[config.mk]
export PLATFORM = sky130hd
export DESIGN_NAME = alu_result_stage
export DESIGN_NICKNAME = d
export VERILOG_FILES = /design/src/rtl/alu_result_stage.sv
export SDC_FILE = /design/constraint.sdc
export NUM_CORES = 1
export LEC_CHECK = 0
export CORE_MARGIN = 5
export CORE_UTILIZATION = 47
export CTS_CLUSTER_DIAMETER = 40
export DETAILED_ROUTE_END_ITERATION = 8
export PLACE_DENSITY = 0.82
export REMOVE_ABC_BUFFERS = 1
export SLEW_MARGIN = 40
export SYNTH_ARGS = -nofsm -noshare
export SYNTH_HDL_FRONTEND = slang
export SYNTH_SLANG_ARGS = --single-unit
[constraint.sdc]
create_clock -name clk -period 2 [get_ports clk]
set_input_delay 0.6 -clock clk [delete_from_list [all_inputs] [get_ports clk]]
set_output_delay 0.6 -clock clk [all_outputs]
set_load 0.02 [all_outputs]
[src/rtl/alu_result_stage.sv]
// Registered ALU result stage: derives Z/N/C/V at accept time and hands
// result+flags downstream through a 2-entry skid buffer (registered in_ready).
module alu_result_stage #(
    parameter int N     = 4,
    parameter int CNT_W = 16
) (
    input  logic             clk,
    input  logic             rst,
    input  logic             in_valid,
    output logic             in_ready,
    input  logic [N-1:0]     sum,
    input  logic             carry_out,
    input  logic             a_msb,
    input  logic             b_msb,
    input  logic [1:0]       alu_control,
    output logic             out_valid,
    input  logic             out_ready,
    output logic [N-1:0]     result,
    output logic             flag_z,
    output logic             flag_n,
    output logic             flag_c,
    output logic             flag_v,
    output logic             sticky_v,
    input  logic             clear_sticky,
    output logic [CNT_W-1:0] result_count
);

    typedef enum logic [1:0] {
        EMPTY = 2'd0,
        HOLD  = 2'd1,
        FULL  = 2'd2
    } state_t;

    typedef struct packed {
        logic [N-1:0] res;
        logic         z;
        logic         n;
        logic         c;
        logic         v;
    } word_t;

    state_t state, state_nx;
    word_t  main_q, skid_q, word_in;
    logic   accept, emit;
    logic   load_main, load_skid, pop_skid;

    assign in_ready  = (state != FULL);
    assign out_valid = (state != EMPTY);
    assign accept    = in_valid && in_ready;
    assign emit      = out_valid && out_ready;

    // b_msb is the user operand bit, so the SUB overflow test uses a != b
    always_comb begin
        word_in     = '0;
        word_in.res = sum;
        word_in.z   = (sum == '0);
        word_in.n   = sum[N-1];
        case (alu_control)
            2'b00: begin
                word_in.c = carry_out;
                word_in.v = (a_msb == b_msb) && (sum[N-1] != a_msb);
            end
            2'b01: begin
                word_in.c = carry_out;
                word_in.v = (a_msb != b_msb) && (sum[N-1] != a_msb);
            end
            default: begin
                word_in.c = 1'b0;
                word_in.v = 1'b0;
            end
        endcase
    end

    always_comb begin
        state_nx  = state;
        load_main = 1'b0;
        load_skid = 1'b0;
        pop_skid  = 1'b0;
        case (state)
            EMPTY: begin
                if (accept) begin
                    state_nx  = HOLD;
                    load_main = 1'b1;
                end
            end
            HOLD: begin
                if (accept && emit) begin
                    load_main = 1'b1;
                end else if (accept) begin
                    state_nx  = FULL;
                    load_skid = 1'b1;
                end else if (emit) begin
                    state_nx = EMPTY;
                end
            end
            FULL: begin
                if (emit) begin
                    state_nx = HOLD;
                    pop_skid = 1'b1;
                end
            end
            default: state_nx = EMPTY;
        endcase
    end

    always_ff @(posedge clk) begin
        if (rst) begin
            state        <= EMPTY;
            main_q       <= '0;
            skid_q       <= '0;
            sticky_v     <= 1'b0;
            result_count <= '0;
        end else begin
            state <= state_nx;
            if (load_main) begin
                main_q <= word_in;
            end else if (pop_skid) begin
                main_q <= skid_q;
            end
            if (load_skid) begin
                skid_q <= word_in;
            end
            // a new overflow beats a simultaneous clear
            if (accept && word_in.v) begin
                sticky_v <= 1'b1;
            end else if (clear_sticky) begin
                sticky_v <= 1'b0;
            end
            if (accept) begin
                result_count <= result_count + CNT_W'(1);
            end
        end
    end

    assign result = main_q.res;
    assign flag_z = main_q.z;
    assign flag_n = main_q.n;
    assign flag_c = main_q.c;
    assign flag_v = main_q.v;

endmodule

==> summary.md, run 1 <==
| Metric | Value |
|---|---|
| Clock Sinks | 33 |
| TritonCTS clock tree | built |
| CP delay by family, top | flip-flops |
| Vias in the first global route | 1496 |
| Nets | 240 |
| CP max stage delay | 0.37 ns |
| Fillers | 277 |
| Synthesis-to-layout area growth | 38.4% |
| Post-synth EDFFs | 0 |
| Global-route wire length before repair | 6440 um |
| Worst endpoint required time | 1.40 ns |
| Largest area contributor in the netlist | dfxtp_1 |
| Final ANT Viol Nets | 0 |
| Worst slew pin tran | 0.373 ns |
| Stages on the worst setup path | 2 |
| Root Driver | clkbuf_4 |
| Top post-synthesis cells by area | dfxtp_1 43%, mux2i_1 7.2%, a21oi_1 5.5%, a211oi_1 3.4%, nor2_1 3.4% |
| Skew final | 0.00855 ns |
| Post-Layout Cell Count | 269 |
| DP Area | 0.00205 mm2 |
| Post-synth top cells | 33 x dfxtp_1, 17 x a21oi_1, 14 x nor2_1, 11 x mux2i_1, 11 x nand2_1 |
| Total GRT Usage | 0.185 |
| Area fraction of the dominant cell type after synthesis | 0.431 |
| Layout cells sized above 1 | 0.129 |
| Boundary Pins | 41 |
| Placed Cells | 262 |
| Design area | 0.00212 mm2 |
| Distinct cells, synth | 35 |
| Max IR drop VDD | 348 uV |
| Routed WL | 3700 um |
| Gr ovfl total | 0 |
| Hold Vio Cnt, Final | 0 |
| Drt pass-1 iters | 4 |
| Initial antenna violation count | 0 |
| Compound-Gate Fraction of Synth Area | 0.148 |
| Starting Density | 0.494 |
| Worst path arrival time | 1.36 ns |
| Vias | 1491 |
| Post-synthesis mux area share | 0.0718 |
| Worst Path Buf+Inv | 1 |
| Period minus WS final | 1.96 ns |
| Setup CP Type | flip-flop to output port |
| DPL Wire Length | 2810 um |
| FF-to-FF path depth | 4 |
| Clk slew on worst S/H paths | 0.10 ns |
| WL/cell | 13.7 um |
| Final setup fails | 0 |
| Max-slew violations | 0 |
| FMAX | 511 MHz |
| CTS H-tree depth | 2 |
| Crit path max fanout | 6 |
| Max-Cap Viols | 0 |
| Area of the die | 0.00451 mm2 |
| Hold path cells | 2 |
| Synth Area in Simple Gates | 0.254 |
| Synthesis warning total | 0 |
| Synth Area in XOR/XNOR | 0.0343 |
| Relative slew slack | 0.749 |
| Post-layout util | 0.684 |
| FFs w/ async S/R, synth | 0 |
| Main combinational cell family by area after synthesis | simple AND/OR/NAND/NOR gates |
| Critical path endpoint category | output port |
| IO buf count | 40 |
| CP max stage cell | dfxtp_1 |
| Sequential-to-total area share from yosys stat | 0.431 |
| Post-CTS setup-driven buffer insertion count | 0 |
| Max Root-Sink Buffers | 2 |
| Post-Syn Area | 0.00153 mm2 |
| Antenna fix cells | 0 |
| Worst skew pair latency | 0.35 ns |
| Post-synthesis cell count | 173 |
| #FFs+latches synth | 33 |
| Mean number of vias per cell | 5.54 |
| Die height | 67.1 um |
| Leakage dissipation | 1.02 nW |
| CTS Buf Count | 5 |
| Adder-Cell Fraction of Synth Area | 0.00816 |
| Crit start category | flip-flop |
| DR iter-0 viols | 82 |
| Row cnt | 20 |
| Horiz. Die Dim | 67.1 um |
| RSZ-0062 raised after global routing | no |
| Residual DRC | 0 |
| Status | complete, no violations |
| Core footprint | 0.00310 mm2 |
| WHS | 0.484 ns |
| Main synth FF type | dfxtp_1 |
| Syn Area/Cell | 8.87 um2 |
| Power density over cell area | 606 mW/mm2 |
| HP Class | flip-flop to flip-flop |
| Largest net degree at the start of global routing | 26 |
| Top-count cell post-synth | dfxtp_1 |
| Gpl congestion | 0.799 |
| Part of the cycle the worst path needs | 0.979 |
| CP Cell Sequence | or2_2, dlygate4sd2_1 |
## cells by family after synthesis
group	Yosys count
AOI/OAI and AO/OA	38
and+or+nand+nor	68
adders and majority gates	1
xor gates and xnor gates	6
DFF	33
buffers and inverters	16
muxes	11
## placed cells by master (no fill, tap or decap), types with 4 or more instances in the layout
| cell | count |
|---|---|
| or3_1 | 6 |
| a211oi_1 | 7 |
| nor2_1 | 14 |
| dlygate4sd2_1 | 5 |
| o21ai_0 | 7 |
| xor2_1 | 5 |
| clkbuf_4 | 5 |
| mux2i_1 | 11 |
| o31ai_1 | 5 |
| buf_4 | 17 |
| nand3_1 | 9 |
| nand2_1 | 11 |
| nand2b_1 | 5 |
| clkdlybuf4s50_1 | 25 |
| a21oi_1 | 17 |
| dlymetal6s2s_1 | 10 |
| dfxtp_1 | 33 |
| inv_1 | 4 |
## timing repair
item,4_1_cts,5_1_grt
pin swaps,0,0
gates resized for setup,5,10
cloned,0,0
endpoints found under the hold margin,0,0
hold buffers,0,0
setup endpoints to repair,5,11
## state kept, by name, summed over array words and instances (netlist names)
| register | flops |
|---|---|
| flag_v | 1 |
| state | 2 |
| flag_c | 1 |
| flag_z | 1 |
| result | 4 |
| sticky_v | 1 |
| skid_q | 7 |
| result_count | 16 |
## final cells by class
cell class                      instances  area, um2  share of cell area
Multi-Input combinational cell        124        791               0.372
Clock buffer                            7       55.1              0.0259
Sequential cell                        33        661               0.311
Inverter                                4       15.0             0.00707
Timing Repair Buffer                   57        547               0.258
Tap cell                               44       55.1              0.0259
## worst paths after layout
path / startpoint / end / slack [ns]
setup / recovery: state[1] / out_valid / 0.04
hold / removal: skid_q[4] / skid_q[4] / 0.48
setup reg to reg: result_count[5] / result_count[15] / 0.27
hold reg to reg: skid_q[4] / skid_q[4] / 0.48
## worst register-to-register path, stage by stage, from the launching register on
cell     delay (ns)
dfxtp_1        0.41
and4_1         0.39
nand4_4        0.18
or4_1          0.53
a21oi_1        0.15
## stage by stage
stage                     worst slack, ns  TNS, ns  power (mW)
after CTS                         0.00209        0        1.29
after floorplan                     0.349        0       0.797
after detailed placement           -0.123   -0.868       0.920
after global routing             0.000686        0        1.35
after global placement            -0.0534   -0.275       0.913
final                              0.0413        0        1.29
## report_power, final
part           switching [mW]  internal, mW  leakage (nW)
clock network           0.221         0.166        0.0314
registers              0.0179         0.679         0.268
logic                   0.101         0.103         0.717
## per-layer routing
metal  share of wire  GRT usage  vias up
met4           0.016     0.0810        0
met1            0.42      0.210      709
met5               0          0        -
met2            0.50      0.323       56
met3           0.065     0.0499        6
li1                -          -      720
Note: power is estimated with default switching activity, not from simulation.
==> inputs of run 2 (changes only) <==
--- a/config.mk
+++ b/config.mk
@@ -5,13 +5,14 @@
 export SDC_FILE = /design/constraint.sdc
 export NUM_CORES = 1
 export LEC_CHECK = 0
+export CORE_ASPECT_RATIO = 1.4
 export CORE_MARGIN = 5
 export CORE_UTILIZATION = 47
 export CTS_CLUSTER_DIAMETER = 40
 export DETAILED_ROUTE_END_ITERATION = 8
 export PLACE_DENSITY = 0.82
 export REMOVE_ABC_BUFFERS = 1
-export SLEW_MARGIN = 40
+export SLEW_MARGIN = 20
 export SYNTH_ARGS = -nofsm -noshare
 export SYNTH_HDL_FRONTEND = slang
 export SYNTH_SLANG_ARGS = --single-unit
==> summary.md, run 2 (same netlist as run 1, synthesis figures left out) <==
| Metric | Value |
|---|---|
| Status | complete, no violations |
| TritonCTS clock tree | built |
| Worst reg2reg path startpoint | result_count[5] |
| Met1 usage | 0.178 (-0.0318) |
| Clk slew on worst S/H paths | 0.07 ns (-0.03 ns) |
| Critical path endpoint | result_count[7] |
| CP max stage cell | clkdlybuf4s50_1 |
| Setup CP Type | flip-flop to output port |
| FF-to-FF path depth | 4 (unchanged) |
| Core footprint | 0.00312 mm2 (+0.65%) |
| Antenna fix cells | 0 (unchanged) |
| Die height | 77.6 um (+16%) |
| HP Class | flip-flop to flip-flop |
| Worst Path Buf+Inv | 1 (unchanged) |
| Layout cells sized above 1 | 0.137 (+0.00828) |
| Worst path arrival time | 1.34 ns (-0.02 ns) |
| Power density over cell area | 753 mW/mm2 (+24%) |
| Worst slew pin tran | 0.323 ns (-0.0502 ns) |
| Post-CTS sizing | 2 (-3) |
| Most common cell after layout, fill and taps aside | clkdlybuf4s50_1 |
| WL/cell | 14.3 um (+4.1%) |
| Max IR drop VDD | 783 uV (+120%) |
| Synthesis-to-layout area growth | 42.4% |
| CP Cell Sequence | clkdlybuf4s50_1 |
| Crit start category | flip-flop |
| Mean number of vias per cell | 5.62 (+1.4%) |
| Biggest register | result_count |
| Period minus WS final | 1.94 ns (-0.0150 ns) |
| Drt pass-1 iters | 4 (unchanged) |
| Gr ovfl total | 0 (unchanged) |
| Max-Cap Viols | 0 (unchanged) |
| WHS | 0.469 ns (-0.0150 ns) |
| Worst skew pair latency | 0.29 ns (-0.06 ns) |
| Worst endpoint required time | 1.40 ns (about the same) |
| CTS Buf Count | 5 (unchanged) |
| FMAX | 514 MHz (+0.77%) |
| Vias in the first global route | 1556 (+4.0%) |
| CP max stage delay | 0.64 ns (+0.27 ns) |
| Placement Setup Slack | -0.152 ns (-0.0282 ns) |
| Largest net degree at the start of global routing | 24 (-7.7%) |
| Starting Density | 0.491 (-0.00317) |
| DR iter-0 viols | 19 (-77%) |
| Clock Sinks | 33 (unchanged) |
| Post-CTS setup-driven buffer insertion count | 0 (unchanged) |
| Reg2reg setup slack | 0.24 ns (-0.03 ns) |
| Horiz. Die Dim | 58.3 um (-13%) |
| Stages on the worst setup path | 1 (-1) |
| CP delay by family, top | buffers and inverters |
| Nets | 240 (unchanged) |
| DPL Wire Length | 2890 um (+2.8%) |
| R2R Path End | result_count[15] |
| Final ANT Viol Nets | 0 (unchanged) |
| Hold path cells | 2 (unchanged) |
| Routed WL | 3790 um (+2.5%) |
| Critical path startpoint | result_count[7] |
| Area of the die | 0.00452 mm2 (+0.36%) |
| Part of the cycle the worst path needs | 0.972 (-0.00751) |
| Max Root-Sink Buffers | 2 (unchanged) |
| Total GRT Usage | 0.182 (-0.00274) |
| Row cnt | 24 (+20%) |
| Skew final | 0.00599 ns (-0.00257 ns) |
| Boundary Pins | 41 (unchanged) |
| Fillers | 249 (-10%) |
| Fin worst setup slack | 0.0564 ns (+0.0150 ns) |
| CTS H-tree depth | 2 (unchanged) |
| Vias | 1490 (-0.067%) |
| Seq. cell area | 661 um2 (unchanged) |
| Crit path max fanout | 5 (-1) |
| Residual DRC | 0 (unchanged) |
| Global-route wire length before repair | 6490 um (+0.76%) |
| Most Crowded Layer GR | met2 |
| Gpl congestion | 0.826 (+3.4%) |
| Root Driver | clkbuf_8 |
| Max reg flops | 16 (unchanged) |
| Most frequent cells in the layout | 34 x clkdlybuf4s50_1, 33 x dfxtp_1, 17 x a21oi_1, 17 x buf_4, 14 x nor2_1 |
| Met2 usage | 0.321 (-0.00167) |
| Relative slew slack | 0.783 (+0.0338) |
| Final setup fails | 0 (unchanged) |
| Max-slew violations | 0 (unchanged) |
| GR Util met3 | 0.0648 (+0.0149) |
| Leakage dissipation | 0.930 nW (-8.5%) |
| Multi-input logic area | 791 um2 (unchanged) |
| IO buf count | 40 (unchanged) |
| Hold Vio Cnt, Final | 0 (unchanged) |
| Initial antenna violation count | 0 (unchanged) |
| CTS Hold Buffers Added | 0 (unchanged) |
| Critical path endpoint category | output port |
| RSZ-0062 raised after global routing | no |
run 2: cell count changes in the layout (fill, tap and decap cells not counted), sizes merged:
| cell | change |
|---|---|
| clkbuf | -2 |
| dlygate4sd2 | -3 |
| clkinv | +1 |
| clkdlybuf4s50 | +9 |
| dlymetal6s2s | -6 |
| bufinv | +2 |
run 2: worst min-delay path by stage:
stage	start	endpoint	slack (ns)
final	skid_q[6]	skid_q[6]	0.47
after global routing	skid_q[7]	skid_q[7]	0.49
after CTS	skid_q[7]	skid_q[7]	0.47
after detailed placement	skid_q[6]	skid_q[6]	0.46
after global placement	skid_q[7]	skid_q[7]	0.45
after floorplan	skid_q[4]	skid_q[4]	0.43
run 2: area by class of cell:
type                       instances  area share
sequential                        33       0.302
tap                               39      0.0223
multi-input combinational        124       0.362
timing repair buffer              57       0.245
clock buffer                       5      0.0315
clock inverter                     3      0.0298
inverter                           4     0.00687
run 2: through the flow:
| stage | setup TNS, ns | area [um2] | instances | total power, mW | utilization |
|---|---|---|---|---|---|
| after floorplan | 0 | 1470 | 161 | 0.797 | - |
| after global placement | -0.230 | 2040 | 257 | 0.915 | 0.654 |
| after detailed placement | -0.788 | 2040 | 257 | 0.921 | 0.654 |
| after CTS | 0 | 2170 | 265 | 1.67 | 0.696 |
| after global routing | 0 | 2180 | 265 | 1.72 | 0.700 |
| final | 0 | 2180 | 265 | 1.65 | 0.700 |
run 2: routing by layer:
layer | routed length (um) | share of wire
met1 | 1460 | 0.39
met2 | 2010 | 0.53
met3 | 238 | 0.063
met4 | 84 | 0.022
met5 | 0 | 0
run 2: worst reg2reg max path: stages, from the launching register on:
cell	delay (ns)
dfxtp_1	0.42
and4_1	0.40
nand4_4	0.19
or4_1	0.54
a21oi_1	0.15
run 2: power breakdown:
| group | leakage (nW) | internal, mW | switching (mW) |
|---|---|---|---|
| registers | 0.268 | 0.679 | 0.0172 |
| clock network | 0.0681 | 0.495 | 0.246 |
| logic | 0.593 | 0.108 | 0.100 |
==> inputs of run 3 (changes only) <==
--- a/config.mk
+++ b/config.mk
@@ -7,10 +7,11 @@
 export LEC_CHECK = 0
 export CORE_ASPECT_RATIO = 1.4
 export CORE_MARGIN = 5
-export CORE_UTILIZATION = 47
+export CORE_UTILIZATION = 50
+export CTS_BUF_LIST = sky130_fd_sc_hd__clkbuf_8
 export CTS_CLUSTER_DIAMETER = 40
 export DETAILED_ROUTE_END_ITERATION = 8
-export PLACE_DENSITY = 0.82
+export PLACE_DENSITY = 0.86
 export REMOVE_ABC_BUFFERS = 1
 export SLEW_MARGIN = 20
 export SYNTH_ARGS = -nofsm -noshare
==> summary.md, run 3 (same netlist as run 1, synthesis figures left out) <==
| Metric | Value |
|---|---|
| Status | complete, no violations |
| Final setup fails | 0 (unchanged) |
| Fillers | 223 (-10%) |
| CTS H-tree depth | 2 (unchanged) |
| Clock Sinks | 33 (unchanged) |
| CP max stage cell | clkdlybuf4s50_1 |
| Worst slew pin tran | 0.313 ns (-0.00965 ns) |
| Area of the die | 0.00429 mm2 (-5.1%) |
| Switching Fraction | 0.259 (+0.0384) |
| Internal | 1.02 mW (-21%) |
| Row cnt | 23 (-4.2%) |
| Worst endpoint required time | 1.40 ns (about the same) |
| Layout cells sized above 1 | 0.124 (-0.0133) |
| Net Switching | 0.356 mW (-2.1%) |
| Flop pwr share | 0.508 (+0.085) |
| CTS Buf Count | 5 (unchanged) |
| CP delay by family, top | buffers and inverters |
| Vias in the first global route | 1433 (-7.9%) |
| Initial antenna violation count | 0 (unchanged) |
| Gpl congestion | 0.835 (+1.0%) |
| Vias | 1460 (-2.0%) |
| CTS Hold Buffers Added | 0 (unchanged) |
| Fin worst setup slack | 0.0675 ns (+0.0111 ns) |
| Biggest register | result_count |
| Max Root-Sink Buffers | 2 (unchanged) |
| Power density over cell area | 646 mW/mm2 (-14%) |
| Clock Power Share | 0.343 (-0.107) |
| Gr ovfl total | 0 (unchanged) |
| HP Class | flip-flop to flip-flop |
| Max IR drop VDD | 539 uV (-31%) |
| Core footprint | 0.00291 mm2 (-6.9%) |
| TritonCTS clock tree | built |
| CP Cell Sequence | clkdlybuf4s50_1 |
| RSZ-0062 raised after global routing | no |
| Crit start category | flip-flop |
| Part of the cycle the worst path needs | 0.966 (-0.00556) |
| Worst Path Buf+Inv | 1 (unchanged) |
| Horiz. Die Dim | 56.8 um (-2.5%) |
| Root Driver | clkbuf_8 |
| DPL Wire Length | 2840 um (-1.9%) |
| Critical path endpoint category | output port |
| Hold Vio Cnt, Final | 0 (unchanged) |
| Period minus WS final | 1.93 ns (-0.0111 ns) |
| Worst skew pair latency | 0.29 ns (about the same) |
| Stages on the worst setup path | 1 (unchanged) |
| Total GRT Usage | 0.189 (+0.00695) |
| Final ANT Viol Nets | 0 (unchanged) |
| DR iter-0 viols | 41 (+22) |
| Starting Density | 0.528 (+0.0366) |
| Drt pass-1 iters | 4 (unchanged) |
| CP max stage delay | 0.64 ns (about the same) |
| Largest net degree at the start of global routing | 23 (-4.2%) |
| Boundary Pins | 41 (unchanged) |
| Synthesis-to-layout area growth | 38.4% |
| Die height | 75.5 um (-2.7%) |
| Clk slew on worst S/H paths | 0.07 ns (about the same) |
| Relative slew slack | 0.789 (+0.00649) |
| IO buf count | 40 (unchanged) |
| Residual DRC | 0 (unchanged) |
| Antenna fix cells | 0 (unchanged) |
| Hold path cells | 2 (unchanged) |
| Most frequent cells in the layout | 36 x clkdlybuf4s50_1, 33 x dfxtp_1, 17 x a21oi_1, 17 x buf_4, 14 x nor2_1 |
| Placed Cells | 255 (-0.78%) |
| Worst path arrival time | 1.33 ns (about the same) |
| Max-Cap Viols | 0 (unchanged) |
| Max-slew violations | 0 (unchanged) |
| WHS | 0.459 ns (-0.0101 ns) |
| Nets | 240 (unchanged) |
| Skew final | 0.00829 ns (+0.00230 ns) |
| Leakage dissipation | 0.875 nW (-5.9%) |
| Setup TNS | 0 ns (unchanged) |
| Most common cell after layout, fill and taps aside | clkdlybuf4s50_1 |
| Setup CP Type | flip-flop to output port |
| Mean number of vias per cell | 5.55 (-1.3%) |
| Placement Setup Slack | -0.120 ns (+0.0322 ns) |
| Global-route wire length before repair | 6310 um (-2.7%) |
| Routed WL | 3730 um (-1.7%) |
| FF-to-FF path depth | 4 (unchanged) |
| WL/cell | 14.2 um (-0.94%) |
| Max reg flops | 16 (unchanged) |
| Crit path max fanout | 5 (unchanged) |
| Post-CTS setup-driven buffer insertion count | 0 (unchanged) |
| Post-Layout Cell Count | 263 (-0.75%) |
| FMAX | 517 MHz (+0.58%) |
| Combinational share of power | 0.149 (+0.023) |
==> run 3: final cells by class <==
class,count,area (um2),share of cell area
inverters,4,15.0,0.00707
repair buffers,57,531,0.250
clock inverters,3,11.3,0.00530
well taps,37,46.3,0.0218
clock buffers,5,68.8,0.0324
flip-flops and latches,33,661,0.311
multi-input cells,124,791,0.372
==> run 3: what timing repair did <==
action / CTS / global route
pin swaps: 0 / 0
resized for setup: 2 / 2
endpoints found under the setup margin: 2 / 2
==> run 3: layer usage <==
| metal | vias to the layer above | GRT usage | wire length (um) |
|---|---|---|---|
| li1 | 719 | - | - |
| met5 | - | 0 | 0 |
| met4 | 0 | 0.0773 | 57 |
| met3 | 4 | 0.0627 | 271 |
| met1 | 686 | 0.202 | 1380 |
| met2 | 51 | 0.346 | 2020 |
==> run 3: power by group through the flow <==
stage          clock [mW]  combinational, mW  sequential (mW)
4_1_cts             0.483              0.206            0.697
3_3_place_gp            0              0.202            0.710
6_report            0.471              0.204            0.697
2_1_floorplan           0             0.0658            0.731
5_1_grt             0.515              0.224            0.701
3_5_place_dp            0              0.207            0.712
==> run 3: path summary, 6_finish.rpt <==
path,slack (ns),startpoint,to
setup / recovery,0.07,result_count[7],result_count[7]
hold / removal,0.46,skid_q[6],skid_q[6]
setup reg to reg,0.34,result_count[5],result_count[15]
hold reg to reg,0.46,skid_q[6],skid_q[6]
==> run 3: stage by stage <==
stage                     utilization  area, um2  power (mW)
after floorplan                     -       1470       0.797
after global placement          0.702       2040       0.912
after detailed placement        0.702       2040       0.918
after CTS                       0.729       2120        1.39
after global routing            0.731       2120        1.44
final                           0.731       2120        1.37
